**config.mk**
```make
export PLATFORM = sky130hd
export DESIGN_NAME = seg7_scan_driver_flat
export DESIGN_NICKNAME = d
export VERILOG_FILES = /design/src/rtl/seg7_scan_driver_if.sv /design/src/rtl/seg7_scan_driver.sv /design/src/flat_wrapper.sv
export SDC_FILE = /design/constraint.sdc
export NUM_CORES = 1
export LEC_CHECK = 0
export CAP_MARGIN = 40
export CORE_MARGIN = 2
export CORE_UTILIZATION = 38
export DETAILED_ROUTE_END_ITERATION = 8
export HOLD_SLACK_MARGIN = 0.1
export PLACE_DENSITY_LB_ADDON = 0.05
export RECOVER_POWER = 50
export SETUP_SLACK_MARGIN = 0.2
export SLEW_MARGIN = 10
export SYNTH_ARGS = -nofsm -noshare
export SYNTH_HDL_FRONTEND = slang
export SYNTH_SLANG_ARGS = --single-unit
export TNS_END_PERCENT = 50
```
**constraint.sdc**
```tcl
create_clock -name clock -period 2.28 [get_ports clock]
set_input_delay 0.342 -clock clock [delete_from_list [all_inputs] [get_ports clock]]
set_output_delay 0.342 -clock clock [all_outputs]
set_load 0.005 [all_outputs]
```
**src/rtl/seg7_scan_driver_if.sv**
```systemverilog
// Display-side signal bundle for seg7_scan_driver: divided-clock strobe, value/enable inputs, and
// the active-low anode/cathode drive outputs.
interface seg7_scan_driver_if #(
    parameter int DIGITS = 4
);
    logic                  div_clk;
    logic                  en;
    logic [4*DIGITS-1:0]   value;
    logic [DIGITS-1:0]     dp_req;
    logic [DIGITS-1:0]     an;
    logic [6:0]            seg;
    logic                  dp;
    logic                  frame_done;

    modport master (
        output div_clk, en, value, dp_req,
        input  an, seg, dp, frame_done
    );

    modport slave (
        input  div_clk, en, value, dp_req,
        output an, seg, dp, frame_done
    );
endinterface

```
**src/rtl/seg7_scan_driver.sv**
```systemverilog
// Common-anode seven-segment scan driver: one digit per div_clk period, frame-level shadow of value.
// Optional leading-zero blanking is compiled in with SEG7_LEADING_ZERO_BLANK_EN.
//
// state  | meaning
// BLANK  | display off, waiting for a tick with en=1
// SCAN   | driving digit idx from the shadow register
module seg7_scan_driver #(
    parameter int DIGITS = 4
) (
    input logic               clock,
    input logic               reset,
    seg7_scan_driver_if.slave dsp_if
);
    localparam int IDX_W = (DIGITS > 1) ? $clog2(DIGITS) : 1;
    localparam logic [IDX_W-1:0] LAST_IDX = IDX_W'(DIGITS - 1);

    typedef enum logic {
        ST_BLANK = 1'b0,
        ST_SCAN  = 1'b1
    } state_t;

    logic                r_sync1;
    logic                r_sync2;
    logic                r_sync3;
    logic                w_tick;

    state_t              r_state;
    state_t              w_state_nxt;
    logic [IDX_W-1:0]    r_idx;
    logic [IDX_W-1:0]    w_idx_nxt;
    logic [4*DIGITS-1:0] r_shadow;
    logic [4*DIGITS-1:0] w_shadow_nxt;
    logic                w_load;

    logic [DIGITS-1:0]   r_an;
    logic [6:0]          r_seg;
    logic                r_dp;
    logic                r_frame_done;
    logic [DIGITS-1:0]   w_an_nxt;
    logic [6:0]          w_seg_nxt;
    logic                w_dp_nxt;
    logic                w_frame_done_nxt;

    logic [3:0]          w_nibble;
    logic                w_digit_blank;

    function automatic logic [6:0] hex_to_seg(input logic [3:0] nib);
        logic [6:0] s;
        case (nib)
            4'h0:    s = 7'h40;
            4'h1:    s = 7'h79;
            4'h2:    s = 7'h24;
            4'h3:    s = 7'h30;
            4'h4:    s = 7'h19;
            4'h5:    s = 7'h12;
            4'h6:    s = 7'h02;
            4'h7:    s = 7'h78;
            4'h8:    s = 7'h00;
            4'h9:    s = 7'h10;
            4'hA:    s = 7'h08;
            4'hB:    s = 7'h03;
            4'hC:    s = 7'h46;
            4'hD:    s = 7'h21;
            4'hE:    s = 7'h06;
            default: s = 7'h0E;
        endcase
        return s;
    endfunction

    // div_clk is only ever sampled; s2 & ~s3 gives one tick per sampled rising edge.
    always_ff @(posedge clock or negedge reset) begin
        if (!reset) begin
            r_sync1 <= 1'b0;
            r_sync2 <= 1'b0;
            r_sync3 <= 1'b0;
        end else begin
            r_sync1 <= dsp_if.div_clk;
            r_sync2 <= r_sync1;
            r_sync3 <= r_sync2;
        end
    end

    assign w_tick = r_sync2 & ~r_sync3;

    always_ff @(posedge clock or negedge reset) begin
        if (!reset) begin
            r_state  <= ST_BLANK;
            r_idx    <= '0;
            r_shadow <= '0;
        end else begin
            r_state  <= w_state_nxt;
            r_idx    <= w_idx_nxt;
            r_shadow <= w_shadow_nxt;
        end
    end

    // en low overrides everything, including a coincident tick.
    always_comb begin
        w_state_nxt = r_state;
        w_idx_nxt   = r_idx;
        w_load      = 1'b0;
        if (!dsp_if.en) begin
            w_state_nxt = ST_BLANK;
            w_idx_nxt   = '0;
        end else if (w_tick) begin
            case (r_state)
                ST_BLANK: begin
                    w_state_nxt = ST_SCAN;
                    w_idx_nxt   = '0;
                    w_load      = 1'b1;
                end
                default: begin
                    if (r_idx == LAST_IDX) begin
                        w_idx_nxt = '0;
                        w_load    = 1'b1;
                    end else begin
                        w_idx_nxt = r_idx + 1'b1;
                    end
                end
            endcase
        end
        w_shadow_nxt = w_load ? dsp_if.value : r_shadow;
    end

`ifdef SEG7_LEADING_ZERO_BLANK_EN
    logic [IDX_W-1:0] r_msd;
    logic [IDX_W-1:0] w_msd_nxt;

    function automatic logic [IDX_W-1:0] msd_of(input logic [4*DIGITS-1:0] v);
        logic [IDX_W-1:0] m;
        m = '0;
        for (int i = 0; i < DIGITS; i++) begin
            if (v[4*i +: 4] != 4'h0) m = IDX_W'(i);
        end
        return m;
    endfunction

    always_ff @(posedge clock or negedge reset) begin
        if (!reset) r_msd <= '0;
        else        r_msd <= w_msd_nxt;
    end

    assign w_msd_nxt     = w_load ? msd_of(dsp_if.value) : r_msd;
    assign w_digit_blank = (w_idx_nxt > w_msd_nxt);
`else
    assign w_digit_blank = 1'b0;
`endif

    assign w_nibble = w_shadow_nxt[{w_idx_nxt, 2'b00} +: 4];

    // Outputs are computed from next-state values so they change on the same edge as state/idx.
    always_comb begin
        w_an_nxt         = '1;
        w_seg_nxt        = 7'h7F;
        w_dp_nxt         = 1'b1;
        w_frame_done_nxt = w_load;
        if (w_state_nxt == ST_SCAN) begin
            w_an_nxt  = ~(DIGITS'(1) << w_idx_nxt);
            w_seg_nxt = w_digit_blank ? 7'h7F : hex_to_seg(w_nibble);
            w_dp_nxt  = w_tick ? ~dsp_if.dp_req[w_idx_nxt] : r_dp;
        end
    end

    always_ff @(posedge clock or negedge reset) begin
        if (!reset) begin
            r_an         <= '1;
            r_seg        <= 7'h7F;
            r_dp         <= 1'b1;
            r_frame_done <= 1'b0;
        end else begin
            r_an         <= w_an_nxt;
            r_seg        <= w_seg_nxt;
            r_dp         <= w_dp_nxt;
            r_frame_done <= w_frame_done_nxt;
        end
    end

    assign dsp_if.an         = r_an;
    assign dsp_if.seg        = r_seg;
    assign dsp_if.dp         = r_dp;
    assign dsp_if.frame_done = r_frame_done;
endmodule
```
**src/flat_wrapper.sv**
```systemverilog
// flat-port wrapper written by rule: the top's interface ports become plain ports
module seg7_scan_driver_flat 
#(
    parameter int DIGITS = 4
)
  (clock, reset, dsp_if_div_clk, dsp_if_en, dsp_if_value, dsp_if_dp_req, dsp_if_an, dsp_if_seg, dsp_if_dp, dsp_if_frame_done);
  seg7_scan_driver_if #(.DIGITS(DIGITS)) dsp_if_i ();
  input logic clock;
  input logic reset;
  input wire logic [$bits(dsp_if_i.div_clk)-1:0] dsp_if_div_clk;
  input wire logic [$bits(dsp_if_i.en)-1:0] dsp_if_en;
  input wire logic [$bits(dsp_if_i.value)-1:0] dsp_if_value;
  input wire logic [$bits(dsp_if_i.dp_req)-1:0] dsp_if_dp_req;
  output wire logic [$bits(dsp_if_i.an)-1:0] dsp_if_an;
  output wire logic [$bits(dsp_if_i.seg)-1:0] dsp_if_seg;
  output wire logic [$bits(dsp_if_i.dp)-1:0] dsp_if_dp;
  output wire logic [$bits(dsp_if_i.frame_done)-1:0] dsp_if_frame_done;
  assign dsp_if_i.div_clk = dsp_if_div_clk;
  assign dsp_if_i.en = dsp_if_en;
  assign dsp_if_i.value = dsp_if_value;
  assign dsp_if_i.dp_req = dsp_if_dp_req;
  assign dsp_if_an = dsp_if_i.an;
  assign dsp_if_seg = dsp_if_i.seg;
  assign dsp_if_dp = dsp_if_i.dp;
  assign dsp_if_frame_done = dsp_if_i.frame_done;
  seg7_scan_driver #(.DIGITS(DIGITS)) u_core (.clock(clock), .reset(reset), .dsp_if(dsp_if_i));
endmodule
```
# After elaboration in Yosys (flattened, before gate mapping)
# Memories as Yosys holds them, arrays and structs flattened.
# Index checks and enable logic that the tools add are counted.
[totals]
reg_bits = 35
romBits = 112
in_bits = 24
output_inout_bits = 13
elab_cells = 38
n_memories = 1
[classes]
n_addsub = 1
order_cmp = 1
n_eq_ne = 2
shifts = 2
mux = 17
bitwise = 4
[mem_list]
columns = ["memory", "words", "word_bits", "rd", "rd_clocked_by_memory_dff", "wr", "line", "text"]
rows = [
  ["(no name shown)", 16, 7, 1, 0, 0, "seg7_scan_driver.sv:49", "case (nib)"],
]
[ops]
columns = ["cell", "n"]
rows = [
  ["$mux W16", 1],
  ["$shiftx A16 B5 Y4", 1],
  ["$mux W1", 9],
  ["$mux W2", 4],
  ["$mux W7", 1],
  ["$mux W4", 1],
  ["$not A4 Y4", 1],
  ["$shl A1 B2 Y4 const A", 1],
  ["$lt A2 B3 Y1 const B", 1],
  ["$add A2 B1 Y2 const B", 1],
  ["$bmux W1 S2", 1],
  ["$eq A2 B2 Y1 const B", 1],
  ["$ne A2 B1 Y1 const B", 1],
  ["$not A1 Y1", 2],
  ["$and A1 B1 Y1", 1],
]

# Logic depth before layout (Yosys ltp)
# Gate-level depths: netlist of the first run.
[depth]
ltp_word = 10
depth_mapped = 13

# Least setup slack after synthesis of the first run
# No wires, ideal clock.
[synth_path]
path_type = "flip-flop to flip-flop"
startpoint = "register u_core.r_idx[0]"
endpoint = "register u_core.r_seg[2], in the netlist u_core.dsp_if.seg[2]"
setup_ps = 111
arrival_ps = 2408
path_slack_ps = -239
path_stages_with_launch = 10
period_less_slack_ps = 2519
cell_sequence = "dfrtp_1 -> ha_1 -> nand2b_1 -> nand3_4 -> mux2_2 -> mux2_4 -> mux2i_4 -> inv_1 -> ha_1 -> o311ai_0"
[synth_via]
elab_chain_cells = 9
[synth_lines]
columns = ["element", "line", "text"]
rows = [
  ["start, declared", "seg7_scan_driver.sv:29", "logic [IDX_W-1:0] r_idx;"],
  ["start signal, assigned", "seg7_scan_driver.sv:92", "r_idx <= w_idx_nxt;"],
  ["$eq A2 B2 Y1", "seg7_scan_driver.sv:113", "if (r_idx == LAST_IDX) begin"],
  ["$mux W1", "seg7_scan_driver.sv:113", ""],
  ["$mux W1", "seg7_scan_driver.sv:106", "case (r_state)"],
  ["$mux W1", "seg7_scan_driver.sv:105", "end else if (w_tick) begin"],
  ["$mux W1", "seg7_scan_driver.sv:102", "if (!dsp_if.en) begin"],
  ["$mux W16", "seg7_scan_driver.sv:122", "w_shadow_nxt = w_load ? dsp_if.value : r_shadow;"],
  ["via u_core.w_shadow_nxt[4]", "seg7_scan_driver.sv:32", "logic [4*DIGITS-1:0] w_shadow_nxt;"],
  ["$shiftx A16 B5 Y4", "seg7_scan_driver.sv:149", "assign w_nibble = w_shadow_nxt[{w_idx_nxt, 2'b00} +: 4];"],
  ["$mem_v2 Z16 W7", "-", ""],
  ["$mux W7", "seg7_scan_driver.sv:157", "if (w_state_nxt == ST_SCAN) begin"],
  ["via u_core.w_seg_nxt[2]", "seg7_scan_driver.sv:40", "logic [6:0] w_seg_nxt;"],
  ["end signal, assigned", "seg7_scan_driver.sv:172", "r_seg <= w_seg_nxt;"],
  ["end, declared", "seg7_scan_driver.sv:36", "logic [6:0] r_seg;"],
]
# The timed path passes the listed nets, and every way through them passes these cells.
# A chain may end at the register's enable or synchronous reset.

# Final worst setup path of the first run
[layout_path]
startpoint = "input port dsp_if_en"
endpoint = "register u_core.r_seg[4], in the netlist u_core.dsp_if.seg[4]"
[layout_via]
elab_chain_cells = 5
[layout_lines]
columns = ["element", "line", "text"]
rows = [
  ["start, declared", "flat_wrapper.sv:11", "input wire logic [$bits(dsp_if_i.en)-1:0] dsp_if_en;"],
  ["$mux W1", "seg7_scan_driver.sv:102", ""],
  ["$mux W16", "seg7_scan_driver.sv:122", ""],
  ["via u_core.w_shadow_nxt[4]", "seg7_scan_driver.sv:32", ""],
  ["$shiftx A16 B5 Y4", "seg7_scan_driver.sv:149", ""],
  ["$mem_v2 Z16 W7", "-", ""],
  ["$mux W7", "seg7_scan_driver.sv:157", ""],
  ["via u_core.w_seg_nxt[4]", "seg7_scan_driver.sv:40", ""],
]
# The timed path passes the listed nets, and every way through them passes these cells.

==> results of run 1 <==
per-layer routing:
| metal | track usage [%] | vias up |
|---|---|---|
| li1 | - | 678 |
| met1 | 22.0 | 665 |
| met2 | 27.2 | 44 |
| met3 | 4.03 | 5 |
| met4 | 6.29 | 0 |
| met5 | 0 | - |
final cells by class:
type	count	area [um2]	share of cell area (%)
sequential	35	891	34.3
inverter	10	37.5	1.45
clock buffer	8	100	3.86
timing repair buffer	68	602	23.2
tap	52	65.1	2.51
multi-input combinational	102	901	34.7
synthesized netlist by cell type (2+ instances only):
| library cell | n |
|---|---|
| o22ai_1 | 3 |
| buf_2 | 2 |
| nand4_1 | 2 |
| nand3_1 | 7 |
| nand2_1 | 22 |
| a31oi_1 | 2 |
| nor3_1 | 2 |
| inv_1 | 9 |
| mux2_2 | 14 |
| nor2b_1 | 4 |
| ha_1 | 7 |
| o31ai_1 | 2 |
| o21ai_0 | 4 |
| dfstp_2 | 12 |
| dfrtp_1 | 23 |
| nor2_1 | 3 |
| nand2b_1 | 2 |
| buf_4 | 3 |
| mux2i_1 | 9 |
through the flow:
step | setup slack (ns) | hold slack (ns)
4_1_cts | -0.186 | 0.354
6_report | -0.152 | 0.353
5_1_grt | -0.284 | 0.371
3_3_place_gp | -0.388 | 0.334
3_5_place_dp | -0.419 | 0.342
2_1_floorplan | -0.0932 | 0.0464
what timing repair did:
| action | CTS | global route |
|---|---|---|
| endpoints found under the setup margin | 13 | 8 |
| buffers inserted | 1 | 0 |
| gates cloned | 0 | 0 |
| pin swaps | 2 | 0 |
| resized for setup | 11 | 9 |
power by group:
group	internal (W)	leakage (nW)	switching, W	total, W
registers	0.000715	0.409	0.0000300	0.000745
clock network	0.000276	0.0515	0.000211	0.000487
logic	0.000308	0.733	0.000248	0.000556
total	0.00130	1.19	0.000489	0.00179
flip-flops by register name, summed over array words and instances, names as in the netlist:
| register | count |
|---|---|
| u_core.dsp_if.dp | 1 |
| u_core.dsp_if.an | 4 |
| u_core.r_sync3 | 1 |
| u_core.r_idx | 2 |
| u_core.r_sync2 | 1 |
| u_core.dsp_if.seg | 7 |
| u_core.r_shadow | 16 |
| u_core.dsp_if.frame_done | 1 |
| u_core.r_state | 1 |
| u_core.r_sync1 | 1 |
how the worst max path moves through the flow:
| stage | start | endpoint | slack [ns] | depth (start not counted) |
|---|---|---|---|---|
| 6_report | dsp_if_en | u_core.dsp_if.seg[4] | -0.15 | 9 |
| 5_1_grt | dsp_if_en | u_core.dsp_if.seg[0] | -0.28 | 10 |
| 4_1_cts | u_core.r_idx[0] | u_core.dsp_if.seg[5] | -0.19 | 10 |
| 3_5_place_dp | dsp_if_en | u_core.dsp_if.seg[3] | -0.42 | 10 |
| 3_3_place_gp | dsp_if_en | u_core.dsp_if.seg[3] | -0.39 | 10 |
| 2_1_floorplan | u_core.r_idx[0] | u_core.dsp_if.seg[3] | -0.09 | 10 |
cells by family (layout without fill, tap and decap cells):
| logic type | Yosys count | count (layout) | synth area share, % |
|---|---|---|---|
| simple gates | 47 | 47 | 13.9 |
| compound gates | 23 | 23 | 10.4 |
| fa+ha+maj | 7 | 7 | 4.93 |
| buf+inv | 16 | 86 | 4.58 |
| mux | 25 | 25 | 16.1 |
| flops | 35 | 35 | 50.2 |
critical path, stage by stage:
cell	delay, ns
clkdlybuf4s50_1	0.51
buf_6	0.13
nand3_4	0.14
mux2_4	0.34
mux2_4	0.29
mux2i_4	0.25
ha_1	0.19
mux2i_1	0.07
a221o_1	0.36
==> results_dict.tcl, run 1 <==
set metrics [dict create \
    synth_warnings 0 \
    required_ns 2.49 \
    std_cell_rows 24 \
    drt_wl_total_um 3950 \
    max_slew_margin_pct 43.6 \
    whs_endpoint "u_core.r_sync2" \
    ant_nets 0 \
    max_clock_freq_mhz 411 \
    p_leak_nw 1.19 \
    die_area_um2 5240 \
    place_area_um2 2400 \
    drv_slew 0 \
    hp-start "u_core.r_sync1" \
    synth.area.top_cells "dfrtp_1 32%, dfstp_2 18%, mux2_2 8.9%, mux2i_1 5.1%, ha_1 4.9%" \
    hold_viol 0 \
    cts_root_buffer "clkbuf_8" \
    yosysTopAreaCell "dfrtp_1" \
    hold_buffers 0 \
    cts_htree_levels 2 \
    cp_max_fo 7 \
    synthCells 153 \
    end_kind "flip-flop" \
    maxCapViolations 0 \
    placed_cells 266 \
    p_per_area_nw_per_um2 689 \
    fp.dieH_um 72.4 \
    rsz0062_at_grt "true" \
    drc_errors 0 \
    met2_length_um 1890 \
    synth_top_area_share_pct 32.4 \
    finalCriticalPeriod_ns 2.43 \
    final_common_cell "clkdlybuf4s50_1" \
    wl_met3_um 219 \
    instances_no_fill 275 \
    numPortBuffers 36 \
    postSynthAreaPerCell_um2 11.6 \
    initial_utilization_pct 40.2 \
    finalInstanceArea_um2 2600 \
    async_reset_ff_share_pct 100 \
    cts_sinks 35 \
    setup_viol 7 \
    place_congestion 0.882 \
    ys_types 40 \
    grt_first_pass_wirelength_um 6730 \
    crit_type "in -> reg" \
    total_power_w 0.00179 \
    failed_checks "setup timing" \
    ioPinCount 37 \
    wl_met1_um 1790 \
    cts_max_path_buffers 2 \
    syn_area_um2 1780 \
    cts_tree "built" \
    ys_ff_latch 35 \
    post_drt_wl_per_cell_um 14.4 \
    tightest_slew_ns 0.846 \
    grt.overflow.total 0 \
    insertion_delay_ns 0.28 \
    r2r_start "u_core.r_idx[0]" \
    setup_ws_ns -0.152 \
    vdd_ir_drop_max_v 0.000398 \
    numCtsBuffers 5 \
    skew_ns 0.00507 \
    num_vias 1392 \
    reg2reg_slack_ns -0.15 \
    yosysSeqAreaShare_pct 50.2 \
    path_clk_slew_ns 0.07 \
    drtIter0Drc 59 \
    min_period_over_period_pct 107 \
    status "complete, but fails checks" \
    holdCritPathClass "reg -> reg" \
    syn-num-nets 184 \
    setup_tns_ns -0.924 \
    place_hpwl_um 2950 \
    diodes 0 \
    core-area_um2 4410 \
    final_util_pct 58.8 \
    highest_layer "met4" \
    synth_edf_count 0 \
    r2r_cells 9 \
    grt.total_usage_pct 16.8 \
    nets 253 \
    ys.flop_type "dfrtp_1" \
    drive_gt1_share_pct 37.2 \
    grt_pass1_vias 1441 \
    fp.dieW_um 72.4 \
    viasPerCell 5.06 \
    worstReg2RegEnd "u_core.dsp_if.seg[4]" \
    worstPathArrival_ns 2.64 \
    holdPathStages 0 \
    grt_max_degree 36 \
    antenna_found_initial 0 \
    critPathLaunchType "input pin" \
    layout_common_cells "34 x clkdlybuf4s50_1, 30 x buf_4, 23 x dfrtp_1, 22 x nand2_1, 12 x dfstp_2" \
    dr.pass1.iters 4 \
    syn_to_final_growth_pct 46.2 \
    nFillCells 368 \
]
Power figures use the tool's default switching activity.
==> inputs of run 2 (changes only) <==
Settings changed: CELL_PAD_IN_SITES_DETAIL_PLACEMENT set to 1, CELL_PAD_IN_SITES_GLOBAL_PLACEMENT set to 2, CORE_UTILIZATION 38 to 29.
==> results_dict.tcl, run 2 (synthesis gave the netlist of run 1 again) <==
set metrics [dict create \
    drv_slew 0 \
    min_period_over_period_pct 108 \
    cts_sinks 35 \
    max_slew_margin_pct 42.4 \
    failed_checks "setup timing" \
    critPathLaunchType "flip-flop" \
    instances_no_fill 298 \
    drt_wl_total_um 4370 \
    num_vias 1410 \
    drtIter0Drc 39 \
    diodes 0 \
    post_drt_wl_per_cell_um 14.7 \
    drc_errors 0 \
    cp_max_fo 6 \
    reg2reg_slack_ns -0.18 \
    skew_ns 0.00764 \
    worstPathArrival_ns 2.67 \
    numCtsBuffers 5 \
    grt_first_pass_wirelength_um 7230 \
    place_hpwl_um 3350 \
    nets 253 \
    cts_htree_levels 2 \
    viasPerCell 4.73 \
    grt.total_usage_pct 14.5 \
    status "complete, but fails checks" \
    crit_type "reg -> reg" \
    p_per_area_nw_per_um2 690 \
    p_leak_nw 1.21 \
    cts_tree "built" \
    setup_ws_ns -0.181 \
    place_congestion 0.798 \
    layout_common_cells "34 x clkdlybuf4s50_1, 28 x buf_4, 23 x dfrtp_1, 22 x nand2_1, 12 x dfstp_2" \
    initial_utilization_pct 30.0 \
    setup_viol 7 \
    grt_max_degree 36 \
    r2r_start "u_core.r_idx[1]" \
    regMostFlops "u_core.r_shadow" \
    core-area_um2 5920 \
    numPortBuffers 36 \
    finalCriticalPeriod_ns 2.46 \
    antenna_found_initial 0 \
    cts_max_path_buffers 2 \
    insertion_delay_ns 0.29 \
    hold_viol 0 \
    syn_to_final_growth_pct 48.1 \
    final_common_cell "clkdlybuf4s50_1" \
    grt_pass1_vias 1513 \
    dr.pass1.iters 4 \
    std_cell_rows 28 \
    die_area_um2 6760 \
    end_kind "flip-flop" \
    rsz0062_at_grt "true" \
    drive_gt1_share_pct 38.6 \
    worstReg2RegEnd "u_core.dsp_if.seg[4]" \
    path_cells "ha_2 -> nand2b_4 -> nand3_4 -> mux2_4 -> mux2_4 -> mux2i_4 -> ha_2 -> mux2i_2 -> a221o_1" \
    max_clock_freq_mhz 406 \
    largest_register_ff_count 16 \
    maxCapViolations 0 \
    hp-start "u_core.r_sync1" \
    r2r_cells 9 \
    ant_nets 0 \
    cpPeakStageDelay_ns 0.40 \
    tightest_slew_ns 0.863 \
    cts_root_buffer "clkbuf_8" \
    placed_cells 285 \
    path_clk_slew_ns 0.07 \
    nFillCells 674 \
    regArea_um2 891 \
    whs_endpoint "u_core.r_sync2" \
    holdPathStages 0 \
    vdd_ir_drop_max_v 0.000289 \
    holdCritPathClass "reg -> reg" \
    ioPinCount 37 \
    fp.dieH_um 82.2 \
    fp.dieW_um 82.2 \
    grt.overflow.total 0 \
    required_ns 2.49 \
    crit_slowest_cell "dfrtp_1" \
    hold_buffers 0 \
    dp_slack_ns -0.476 \
    multi_input_comb_area_um2 896 \
]
[run 2: cell types whose count changed in the layout (fill, tap and decap cells not counted), sizes merged]
cell,previous run,this run
clkbuf,9,10
buf,31,30
[run 2: how the worst max path moves through the flow]
stage,start,end,slack (ns),cells after the start
6_report,u_core.r_idx[1],u_core.dsp_if.seg[4],-0.18,9
3_3_place_gp,dsp_if_en,u_core.dsp_if.seg[3],-0.44,12
2_1_floorplan,u_core.r_idx[0],u_core.dsp_if.seg[3],-0.09,10
3_5_place_dp,dsp_if_en,u_core.dsp_if.seg[0],-0.48,11
4_1_cts,u_core.r_idx[1],u_core.dsp_if.seg[4],-0.19,9
5_1_grt,u_core.r_idx[1],u_core.dsp_if.seg[3],-0.29,12
[run 2: repair_timing]
action                     4_1_cts  5_1_grt
cloned                           0        0
setup endpoints to repair        8        8
resized for setup               17        7
pin swaps                        4        4
setup buffers                    3        2
[run 2: cell type report]
type	instances	area share, %
Multi-Input combinational cell	102	34.1
Sequential cell	35	33.9
Timing Repair Buffer	68	23.2
Clock buffer	8	3.81
Tap cell	75	3.57
Inverter	10	1.43
[run 2: worst max-delay path, delay by kind of cell, from the launching register on]
| kind | cells | cell delay (ns) |
|---|---|---|
| multiplexers | 4 | 0.94 |
| adder cells (fa/ha/maj) | 2 | 0.45 |
| AO/OA/AOI/OAI | 1 | 0.33 |
| AND/OR/NAND/NOR | 2 | 0.28 |
| flip-flops | 1 | 0.40 |
[run 2: routing by layer]
layer | track usage [%] | part of all wire, % | vias to the layer above
li1 | - | - | 672
met1 | 16.8 | 43 | 708
met2 | 25.6 | 52 | 23
met3 | 3.26 | 3.7 | 7
met4 | 6.00 | 1.6 | 0
met5 | 0 | 0 | -
[run 2: per-stage QoR]
| stage | hold slack, ns | TNS, ns | area, um2 | power [W] | utilization, % |
|---|---|---|---|---|---|
| after CTS | 0.354 | -0.975 | 2600 | 0.00182 | 43.9 |
| final | 0.354 | -0.925 | 2630 | 0.00181 | 44.4 |
| after floorplan | 0.0464 | -0.228 | 1790 | 0.00103 | - |
| after global routing | 0.362 | -1.76 | 2630 | 0.00193 | 44.4 |
| after global placement | 0.338 | -2.96 | 2400 | 0.00123 | 40.6 |
| after detailed placement | 0.337 | -3.28 | 2400 | 0.00124 | 40.6 |
[run 2: power by group]
part           switching [W]  total [W]  internal [W]
Sequential         0.0000320   0.000747      0.000715
Combinational       0.000248   0.000572      0.000324
Clock               0.000220   0.000495      0.000276
Total               0.000499    0.00181       0.00132
==> inputs of run 3 (changes only) <==
Settings changed: REMOVE_ABC_BUFFERS set to 1.
==> results_dict.tcl, run 3 (synthesis gave the netlist of run 1 again) <==
set metrics [dict create \
    numPortBuffers 36 \
    tightest_slew_ns 0.900 \
    drc_errors 0 \
    grt.overflow.total 0 \
    largest_register_ff_count 16 \
    holdCritPathClass "reg -> reg" \
    layout_common_cells "34 x clkdlybuf4s50_1, 29 x buf_4, 23 x dfrtp_1, 22 x nand2_1, 12 x dfstp_2" \
    required_ns 2.50 \
    failed_checks "setup timing" \
    die_area_um2 6760 \
    regMostFlops "u_core.r_shadow" \
    min_period_over_period_pct 112 \
    antenna_found_initial 0 \
    diodes 0 \
    grt_use_met3_pct 3.91 \
    max_clock_freq_mhz 392 \
    path_cells "ha_2 -> buf_6 -> and4bb_2 -> a2bb2oi_4 -> mux2_4 -> mux2i_4 -> buf_6 -> ha_4 -> mux2i_2 -> a221o_1" \
    status "complete, but fails checks" \
    worstPathArrival_ns 2.77 \
    cpPeakStageDelay_ns 0.38 \
    cts_tree "built" \
    hold_viol 0 \
    fp.dieH_um 82.2 \
    vdd_ir_drop_max_v 0.000298 \
    place_hpwl_um 3530 \
    grt_max_degree 36 \
    drive_gt1_share_pct 42.4 \
    reg2reg_slack_ns -0.27 \
    hold_buffers 0 \
    crit_family "multiplexers" \
    grt_first_pass_wirelength_um 8120 \
    cts_max_path_buffers 2 \
    syn_to_final_growth_pct 55.1 \
    initial_utilization_pct 30.0 \
    dr.pass1.iters 4 \
    setup_viol 7 \
    cts_htree_levels 2 \
    path_buf_inv 2 \
    viasPerCell 4.74 \
    nets 261 \
    met2_usage_pct 29.7 \
    place_area_um2 2410 \
    crit_top_cell "buf_6" \
    std_cell_rows 28 \
    drv_slew 0 \
    maxCapViolations 0 \
    rsz0062_at_grt "true" \
    busiest_layer "met2" \
    crit_slowest_cell "dfrtp_1" \
    cts_sinks 35 \
    post_drt_wl_per_cell_um 16.6 \
    ant_nets 0 \
    total_power_w 0.00186 \
    place_congestion 0.784 \
    drt_wl_total_um 5090 \
    drtIter0Drc 37 \
    path_clk_slew_ns 0.07 \
    grt_pass1_vias 1612 \
    critPathLaunchType "flip-flop" \
    fp.dieW_um 82.2 \
    p_leak_nw 1.25 \
    setup_ws_ns -0.271 \
    cts_root_buffer "clkbuf_8" \
    worstSetupStartpoint "u_core.r_idx[0]" \
    ioPinCount 37 \
    final_common_cell "clkdlybuf4s50_1" \
    numCtsBuffers 5 \
    whs_ns 0.355 \
    num_vias 1450 \
    grt.total_usage_pct 16.6 \
    max_slew_margin_pct 40.0 \
    hp-start "u_core.r_sync1" \
    core-area_um2 5920 \
    skew_ns 0.00924 \
    finalInstanceArea_um2 2750 \
    dp_slack_ns -0.571 \
    use_met1_pct 19.5 \
    insertion_delay_ns 0.29 \
    r2r_start "u_core.r_idx[0]" \
    p_per_area_nw_per_um2 675 \
    cp_max_fo 4 \
    end_kind "flip-flop" \
    crit_type "reg -> reg" \
    finalCriticalPeriod_ns 2.55 \
]
==> run 3: changes by cell type in the layout (fill, tap and decap cells not counted), sizes merged <==
cell,change
buf,+8
clkinvlp,+1
clkinv,+1
clkbuf,-2
==> run 3: worst register-to-register path: stages, from the launching register on <==
cell and delay, ns:
dfrtp_1 0.38, ha_2 0.20, buf_6 0.09, and4bb_2 0.26, a2bb2oi_4 0.25, mux2_4 0.34
mux2i_4 0.26, buf_6 0.17, ha_4 0.13, mux2i_2 0.07, a221o_1 0.33
==> run 3: path summary, 6_finish.rpt <==
path,to,depth (start not counted)
max,u_core.dsp_if.seg[4],10
min,u_core.r_sync2,0
max reg2reg,u_core.dsp_if.seg[4],10
min reg2reg,u_core.r_sync2,0
max in group asynchronous,u_core.r_state,2
min in group asynchronous,u_core.r_shadow[0],2
==> run 3: metal layers <==
layer / up-vias / routed length [um] / part of all wire [%]
met1: 727 / 2120 / 42
met2: 27 / 2710 / 53
met5: - / 0 / 0
met4: 0 / 57 / 1.1
met3: 6 / 201 / 4.0
li1: 690 / - / -
==> run 3: what timing repair did <==
item                       4_1_cts  5_1_grt
resized for setup               42        4
hold endpoints to repair         0        0
setup buffers                    8        2
setup endpoints to repair        8        8
pin swaps                       10        6
==> run 3: cell type report <==
| class | count | area (um2) |
|---|---|---|
| clock buffer | 6 | 72.6 |
| clock inverter | 2 | 12.5 |
| timing repair buffer | 76 | 692 |
| multi-input combinational | 102 | 952 |
| inverter | 10 | 40.0 |
| sequential | 35 | 891 |
| tap | 75 | 93.8 |
| fill | 646 | 3170 |
==> run 3: power by group <==
part | switching [W] | leakage (nW) | total, W | internal [W]
sequential | 0.0000344 | 0.409 | 0.000749 | 0.000715
combinational | 0.000299 | 0.795 | 0.000669 | 0.000371
clock | 0.000227 | 0.0412 | 0.000441 | 0.000213
==> run 3: stage by stage <==
stage	utilization, %	cells	setup TNS (ns)
after floorplan	-	147	-1.63
after global placement	40.7	288	-3.11
after detailed placement	40.7	288	-3.62
after CTS	46.1	304	-1.20
after global routing	46.5	306	-2.11
final	46.5	306	-1.42
